**src/rtl/z80_int_ctrl.sv**
```systemverilog
// z80_int_ctrl: Z80 interrupt controller with pending/missed flags, enable mask, /INT hold limit and IM2 vector
// Ports:
//   clk_z80   clock; rst_n synchronous active-low reset
//   src_stb   one-cycle event strobes, bit 0 (timer) has highest priority
//   m1_n      Z80 /M1; iorq_n Z80 /IORQ (both synchronous to clk_z80)
//   cfg_we    config write strobe; cfg_wdata [2:0] enable, [3] clear pending, [4] clear missed
//   int_n     registered /INT; int_vec registered IM2 vector; vec_oe bus drive enable
//   pend      pending flags; missed sticky missed flags; enable current mask
module z80_int_ctrl #(
    parameter logic [7:0] VEC_BASE  = 8'hF8,
    parameter int         HOLD_CLKS = 32
) (
    input  logic       clk_z80,
    input  logic       rst_n,
    input  logic [2:0] src_stb,
    input  logic       m1_n,
    input  logic       iorq_n,
    input  logic       cfg_we,
    input  logic [7:0] cfg_wdata,
    output logic       int_n,
    output logic [7:0] int_vec,
    output logic       vec_oe,
    output logic [2:0] pend,
    output logic [2:0] missed,
    output logic [2:0] enable
);
    typedef enum logic [1:0] {IDLE, ASSERT, ACK, GAP} state_t;
    state_t     state, state_nxt;
    logic [7:0] hold_cnt, hold_nxt, vec_nxt, sel_vec;
    logic       int_n_nxt, req, ack, unused_cfg;
    logic [1:0] sel;
    logic [2:0] act, sel_mask, fsm_clr, fsm_miss, pend_clr, miss_clr;
    assign unused_cfg = ^cfg_wdata[7:5];
    assign act      = pend & enable;
    assign req      = |act;
    assign sel      = act[0] ? 2'd0 : act[1] ? 2'd1 : act[2] ? 2'd2 : 2'd0;
    assign sel_mask = 3'b001 << sel;
    assign sel_vec  = VEC_BASE | {5'b0, sel, 1'b0};
    assign ack      = !m1_n && !iorq_n;
    assign vec_oe   = ack && (state == ASSERT || state == ACK);
    // A strobe landing on a flag being cleared wins: pend stays set and no miss is recorded.
    assign pend_clr = fsm_clr | {3{cfg_we & cfg_wdata[3]}};
    assign miss_clr = {3{cfg_we & cfg_wdata[4]}};
    always_comb begin
        state_nxt = state;
        hold_nxt  = hold_cnt;
        vec_nxt   = int_vec;
        int_n_nxt = int_n;
        fsm_clr   = 3'b000;
        fsm_miss  = 3'b000;
        case (state)
            IDLE: if (req) begin
                state_nxt = ASSERT;
                hold_nxt  = 8'd1;
                int_n_nxt = 1'b0;
                vec_nxt   = sel_vec;
            end
            ASSERT: if (ack) begin
                state_nxt = ACK;
                int_n_nxt = 1'b1;
                fsm_clr   = sel_mask;
            end else if (!req) begin
                state_nxt = IDLE;
                int_n_nxt = 1'b1;
            end else if (hold_cnt == 8'(HOLD_CLKS)) begin
                state_nxt = IDLE;
                int_n_nxt = 1'b1;
                fsm_clr   = sel_mask;
                fsm_miss  = sel_mask & ~src_stb;
            end else begin
                hold_nxt  = hold_cnt + 8'd1;
                vec_nxt   = sel_vec;
            end
            ACK: if (iorq_n) state_nxt = GAP;
            default: state_nxt = IDLE;
        endcase
    end
    always_ff @(posedge clk_z80) begin
        if (!rst_n) begin
            state    <= IDLE;
            hold_cnt <= 8'd0;
            int_n    <= 1'b1;
            int_vec  <= VEC_BASE;
            pend     <= 3'b000;
            missed   <= 3'b000;
            enable   <= 3'b000;
        end else begin
            state    <= state_nxt;
            hold_cnt <= hold_nxt;
            int_n    <= int_n_nxt;
            int_vec  <= vec_nxt;
            pend     <= (pend & ~pend_clr) | src_stb;
            missed   <= (missed & ~miss_clr) | (src_stb & pend & ~pend_clr) | fsm_miss;
            if (cfg_we) enable <= cfg_wdata[2:0];
        end
    end
endmodule

```
**config.mk**
```make
export PLATFORM = sky130hd
export DESIGN_NAME = z80_int_ctrl
export DESIGN_NICKNAME = d
export VERILOG_FILES = /design/src/rtl/z80_int_ctrl.sv
export SDC_FILE = /design/constraint.sdc
export NUM_CORES = 1
export LEC_CHECK = 0
export ABC_AREA = 1
export BUFFER_PORTS_ARGS = -buffer_cell sky130_fd_sc_hd__buf_2
export CORE_MARGIN = 2
export CORE_UTILIZATION = 35
export DETAILED_ROUTE_END_ITERATION = 10
export PLACE_DENSITY_LB_ADDON = 0.25
export SLEW_MARGIN = 20
export SYNTH_ARGS = -nofsm -noshare
export SYNTH_HDL_FRONTEND = slang
export SYNTH_SLANG_ARGS = --single-unit
export TNS_END_PERCENT = 50
```
**constraint.sdc**
```tcl
create_clock -name clk_z80 -period 1.7 [get_ports clk_z80]
set_input_delay 0.34 -clock clk_z80 [delete_from_list [all_inputs] [get_ports clk_z80]]
set_output_delay 0.34 -clock clk_z80 [all_outputs]
set_load 0.05 [all_outputs]
```
==> results of run 1 <==
synth_stat cells (all sizes together):
master	instances	area share, %
o21ai	6	2.1
ha	6	5.2
buf	7	3.9
dfxtp	22	30
a21oi	20	8.2
nand2	58	18
conb	2	0.52
and2	1	0.43
a21boi	3	1.6
clkinv	1	0.26
nand3b	1	0.52
nand3	20	7.6
xor2	2	1.2
o21bai	1	0.52
nor3b	1	0.52
dlymetal6s2s	1	0.86
nand4	2	0.86
inv	31	8.0
xnor2	1	0.60
nor2	30	8.5
critical path: stages (launching register included):
cell and delay (ps):
dfxtp_2 350, inv_1 80, ha_1 270, inv_1 40, nor2_2 110, buf_6 160
power by group:
group / internal [mW] / switching, mW
Sequential: 0.553 / 0.0283
Combinational: 0.137 / 0.334
Clock: 0.207 / 0.186
per-stage QoR:
step / total power, mW / area, um2 / util (%) / setup WS (ps) / hold slack, ps
floorplan: 0.973 / 1470 / - / 131 / 424
global placement: 1.06 / 1620 / 40.4 / 193 / 446
finish: 1.44 / 1690 / 42.2 / 74.8 / 280
detailed placement: 1.06 / 1620 / 40.4 / 186 / 447
CTS: 1.46 / 1680 / 42.0 / 8.03 / 281
global route: 1.54 / 1690 / 42.2 / 12.4 / 294
kinds of logic after synthesis:
| group | Yosys count | synth area share, % |
|---|---|---|
| DFF | 22 | 30.4 |
| xor gates and xnor gates | 3 | 1.81 |
| adders and majority gates | 6 | 5.18 |
| other | 2 | 0.518 |
| and+or+nand+nor | 113 | 36.8 |
| buffers and inverters | 40 | 13.0 |
| AOI/OAI and AO/OA | 30 | 12.3 |
sequential cells by signal (all words and copies together) (netlist names):
name and flops:
hold_cnt 8, enable 3, missed 3, pend 3
int_vec 2, state 2, int_n 1
repair_timing:
item,in CTS,in global routing
endpoints found under the setup margin,1,1
setup buffers,0,1
resized for setup,3,2
cloned,0,0
routing by layer:
metal	vias to the layer above	track usage [%]	routed length [um]
met5	-	0	0
li1	732	-	-
met3	4	3.95	120
met2	23	26.5	1480
met4	0	3.00	20
met1	578	18.1	1430
final cells by class:
class / count / area share [%]
inverter: 32 / 7.12
tap: 50 / 3.71
sequential: 22 / 26.2
timing repair buffer: 30 / 10.0
clock buffer: 4 / 3.26
multi-input combinational: 158 / 49.7
how the worst min path moves through the flow:
stage | to | slack (ps) | cells past startpoint
global placement | int_n | 450 | 2
finish | enable[1] | 280 | 3
detailed placement | int_n | 450 | 2
floorplan | int_n | 420 | 1
CTS | enable[0] | 280 | 3
global route | enable[0] | 290 | 3
==> results.cfg, run 1 <==
[worst_setup_path]
endpoint_kind = primary output
crit_type = reg2out
worstPathRequired_ps = 1360
crit_start = state[1]
critPathCapture = vec_oe
ff2ff_setup_slack_ps = 190
reg2reg_depth = 9
crit_path_max_fanout = 4
cp.arrival_ps = 1290
r2r_end = int_vec[2]
start_kind = register
r2r-start = hold_cnt[0]

[synthesis]
yosysUniqueCellTypes = 30
ys_seq_area_share_pct = 30.4
syn_inst = 216
synthesis.area_mm2 = 0.00145
ys_ff_latch = 22
avgSynthCellArea_um2 = 6.71
yosys_warnings = 0

[layout]
final_cells = 296
final_common_cell = nand2_1
final_cell_mix = 50 x nand2_1, 27 x inv_1, 27 x nor2_1
n_fill_cell = 437
area_growth_pct = 16.4
multi_input_area_um2 = 838
antenna_cells = 0
regArea_um2 = 443
drive_gt1_share_pct = 22.8
nets = 269

[grt]
antenna_found_initial = 0
grt_overflow = 0
grt_max_degree = 16
grt_pass1_wl_mm = 5.23
grt_util_all_layers_pct = 15.0
grt_pass1_vias = 1230

[detailed_routing]
wirelength_mm = 3.05
drc = 0
wire_per_inst_um = 10.3
vias = 1337
drt_first_pass_iters = 4
postRouteAntennaNets = 0
viasPerCell = 4.52
drtIter0Drc = 39

[cts]
clkSlewWorstSetupHoldPaths_ps = 90
cts_buffers = 3
cts_tree = done
cts_sinks = 22
cts-root-buf = clkbuf_8
ctsLongestPathBuffers = 2
cts_hold_buffers = 0
htree_num_levels = 1
clk_latency_ps = 270

[die]
rows = 23
core_mm2 = 0.00400
start_util_pct = 36.3
die_area_mm2 = 0.00467
die_x_um = 68.4
num_io_pins = 35
die_h_um = 68.4

[timing]
final.setup.tns_ps = 0
rsz0062_at_grt = no
fmax_mhz = 615
fin_crit_sh_pct = 95.6
drv_slew = 0
finClkSkew_ps = 7.95
post-route-min-period_ps = 1630
setup_viol = 0
hold_viol_final = 0

[placement]
gp_congestion = 0.807
dp.cells = 291
dpl.hpwl_mm = 2.35
numPortBuffers = 25

[run]
maxCapViolations = 0

[pwr]
ir_drop_uv = 522
p_leak_nw = 0.831
power_density_mw_per_mm2 = 856

[run_status]
status = complete, no violations

[worst_hold_path]
min-delay-path-class = in2reg
hold_start = cfg_wdata[1]
(Power assumes the default switching activity.)
==> run 2: changes to the inputs <==
Settings changed: CORE_UTILIZATION 35 to 43.
==> results.cfg, run 2 (synthesis results as in run 1) <==
[run_status]
status = complete, no violations

[worst_setup_path]
cpMaxStageDelayCell = dfxtp_2
start_kind = register
cp.arrival_ps = 1280
crit_path_max_fanout = 3
r2r_end = hold_cnt[5]
reg2reg_depth = 9
worstPathRequired_ps = 1360
slowest_delay_ps = 360
ff2ff_setup_slack_ps = 160
endpoint_kind = primary output
r2r-start = hold_cnt[0]
crit_path_cell_trace = inv_2 -> ha_1 -> inv_1 -> nor2_2 -> buf_6
crit_type = reg2out

[detailed_routing]
wirelength_mm = 3.02
drtIter0Drc = 57
viasPerCell = 4.60
drc = 0
drt_first_pass_iters = 4
postRouteAntennaNets = 0
vias = 1343
wire_per_inst_um = 10.3

[die]
die_h_um = 62.1
start_util_pct = 44.2
die_area_mm2 = 0.00385
die_x_um = 62.1
core_mm2 = 0.00328
rows = 21
num_io_pins = 35

[cts]
cts_hold_buffers = 0
clk_latency_ps = 310
ctsLongestPathBuffers = 2
cts_buffers = 3
cts_sinks = 22
clkSlewWorstSetupHoldPaths_ps = 130
cts-root-buf = clkbuf_4
cts_tree = done
htree_num_levels = 1

[timing]
finClkSkew_ps = 2.42
hold_viol_final = 0
fmax_mhz = 618
setup_viol = 0
setup_slack_ps = 82.7
fin_crit_sh_pct = 95.1
drv_slew = 0
rsz0062_at_grt = no
final.setup.tns_ps = 0
post-route-min-period_ps = 1620

[grt]
antenna_found_initial = 0
grt_max_degree = 18
grt_pass1_vias = 1172
grt_overflow = 0
grt_util_all_layers_pct = 17.4
grt_pass1_wl_mm = 5.00

[layout]
nets = 269
post-route-util_pct = 51.2
top_register = hold_cnt
antenna_cells = 0
finalInstanceArea_mm2 = 0.00168
largest_register_ffs = 8
n_fill_cell = 364
drive_gt1_share_pct = 23.2
final_common_cell = nand2_1
final_cell_mix = 50 x nand2_1, 27 x nor2_1, 26 x inv_1
area_growth_pct = 15.9

[placement]
dpl.hpwl_mm = 2.29
numPortBuffers = 25
place_ws_ps = 144
gp_congestion = 0.829
dpl-instance-area_mm2 = 0.00160

[worst_hold_path]
holdPathEnd = enable[1]
hold_start = cfg_wdata[1]
hold_depth = 3
min-delay-path-class = in2reg

[pwr]
p_leak_nw = 0.830
power_mw = 1.48
power_density_mw_per_mm2 = 881
ir_drop_uv = 427

[run]
maxCapViolations = 0
==> run 2: cell count changes in the layout (fill, tap and decap cells not counted), sizes merged <==
cell | previous run | this run
bufinv | 0 | 1
clkbuf | 4 | 3
==> run 2: repair_timing <==
item                                    CTS  global route
resized for setup                         4             2
pin swaps                                 0             1
endpoints found under the setup margin    1             1
buffers inserted                          2             0
==> run 2: layer usage <==
layer / GRT usage (%) / wire [um] / part of all wire [%]
met4: 7.29 / 51 / 1.7
met5: 0 / 0 / 0
met2: 28.4 / 1410 / 47
met1: 22.7 / 1450 / 48
met3: 2.48 / 103 / 3.4
==> run 2: where the power goes <==
part	total (mW)	leakage, nW	switching, mW	internal, mW
Combinational	0.493	0.621	0.341	0.152
Clock	0.409	0.0279	0.171	0.238
Sequential	0.578	0.181	0.0251	0.553
==> run 2: final cells by class <==
type | instances | area [um2] | area share, %
clock buffer | 3 | 22.5 | 1.34
clock inverter | 1 | 30.0 | 1.79
inverter | 32 | 120 | 7.15
multi-input combinational | 158 | 838 | 49.9
sequential | 22 | 443 | 26.4
tap | 46 | 57.6 | 3.43
timing repair buffer | 30 | 169 | 10.1
==> run 2: how the worst max path moves through the flow <==
stage                   from           to  slack, ps  cells after the start
detailed placement    iorq_n       vec_oe        140                      5
finish              state[0]       vec_oe         80                      5
CTS                 state[0]       vec_oe         30                      5
floorplan            pend[0]  hold_cnt[1]        130                      7
global route        state[0]   int_vec[1]          9                      8
global placement      iorq_n       vec_oe        160                      5
==> run 2: worst max-delay path, delay by kind of cell (launching register included) <==
kind / cells / cell delay (ps)
simple gates: 1 / 80
fa+ha+maj: 1 / 260
buf+inv: 3 / 250
flops: 1 / 360
==> run 2: through the flow <==
step                      hold slack [ps]  instances
final                                 241        292
after global routing                  246        292
after CTS                             232        292
after detailed placement              454        286
after global placement                443        286
after floorplan                       424        220
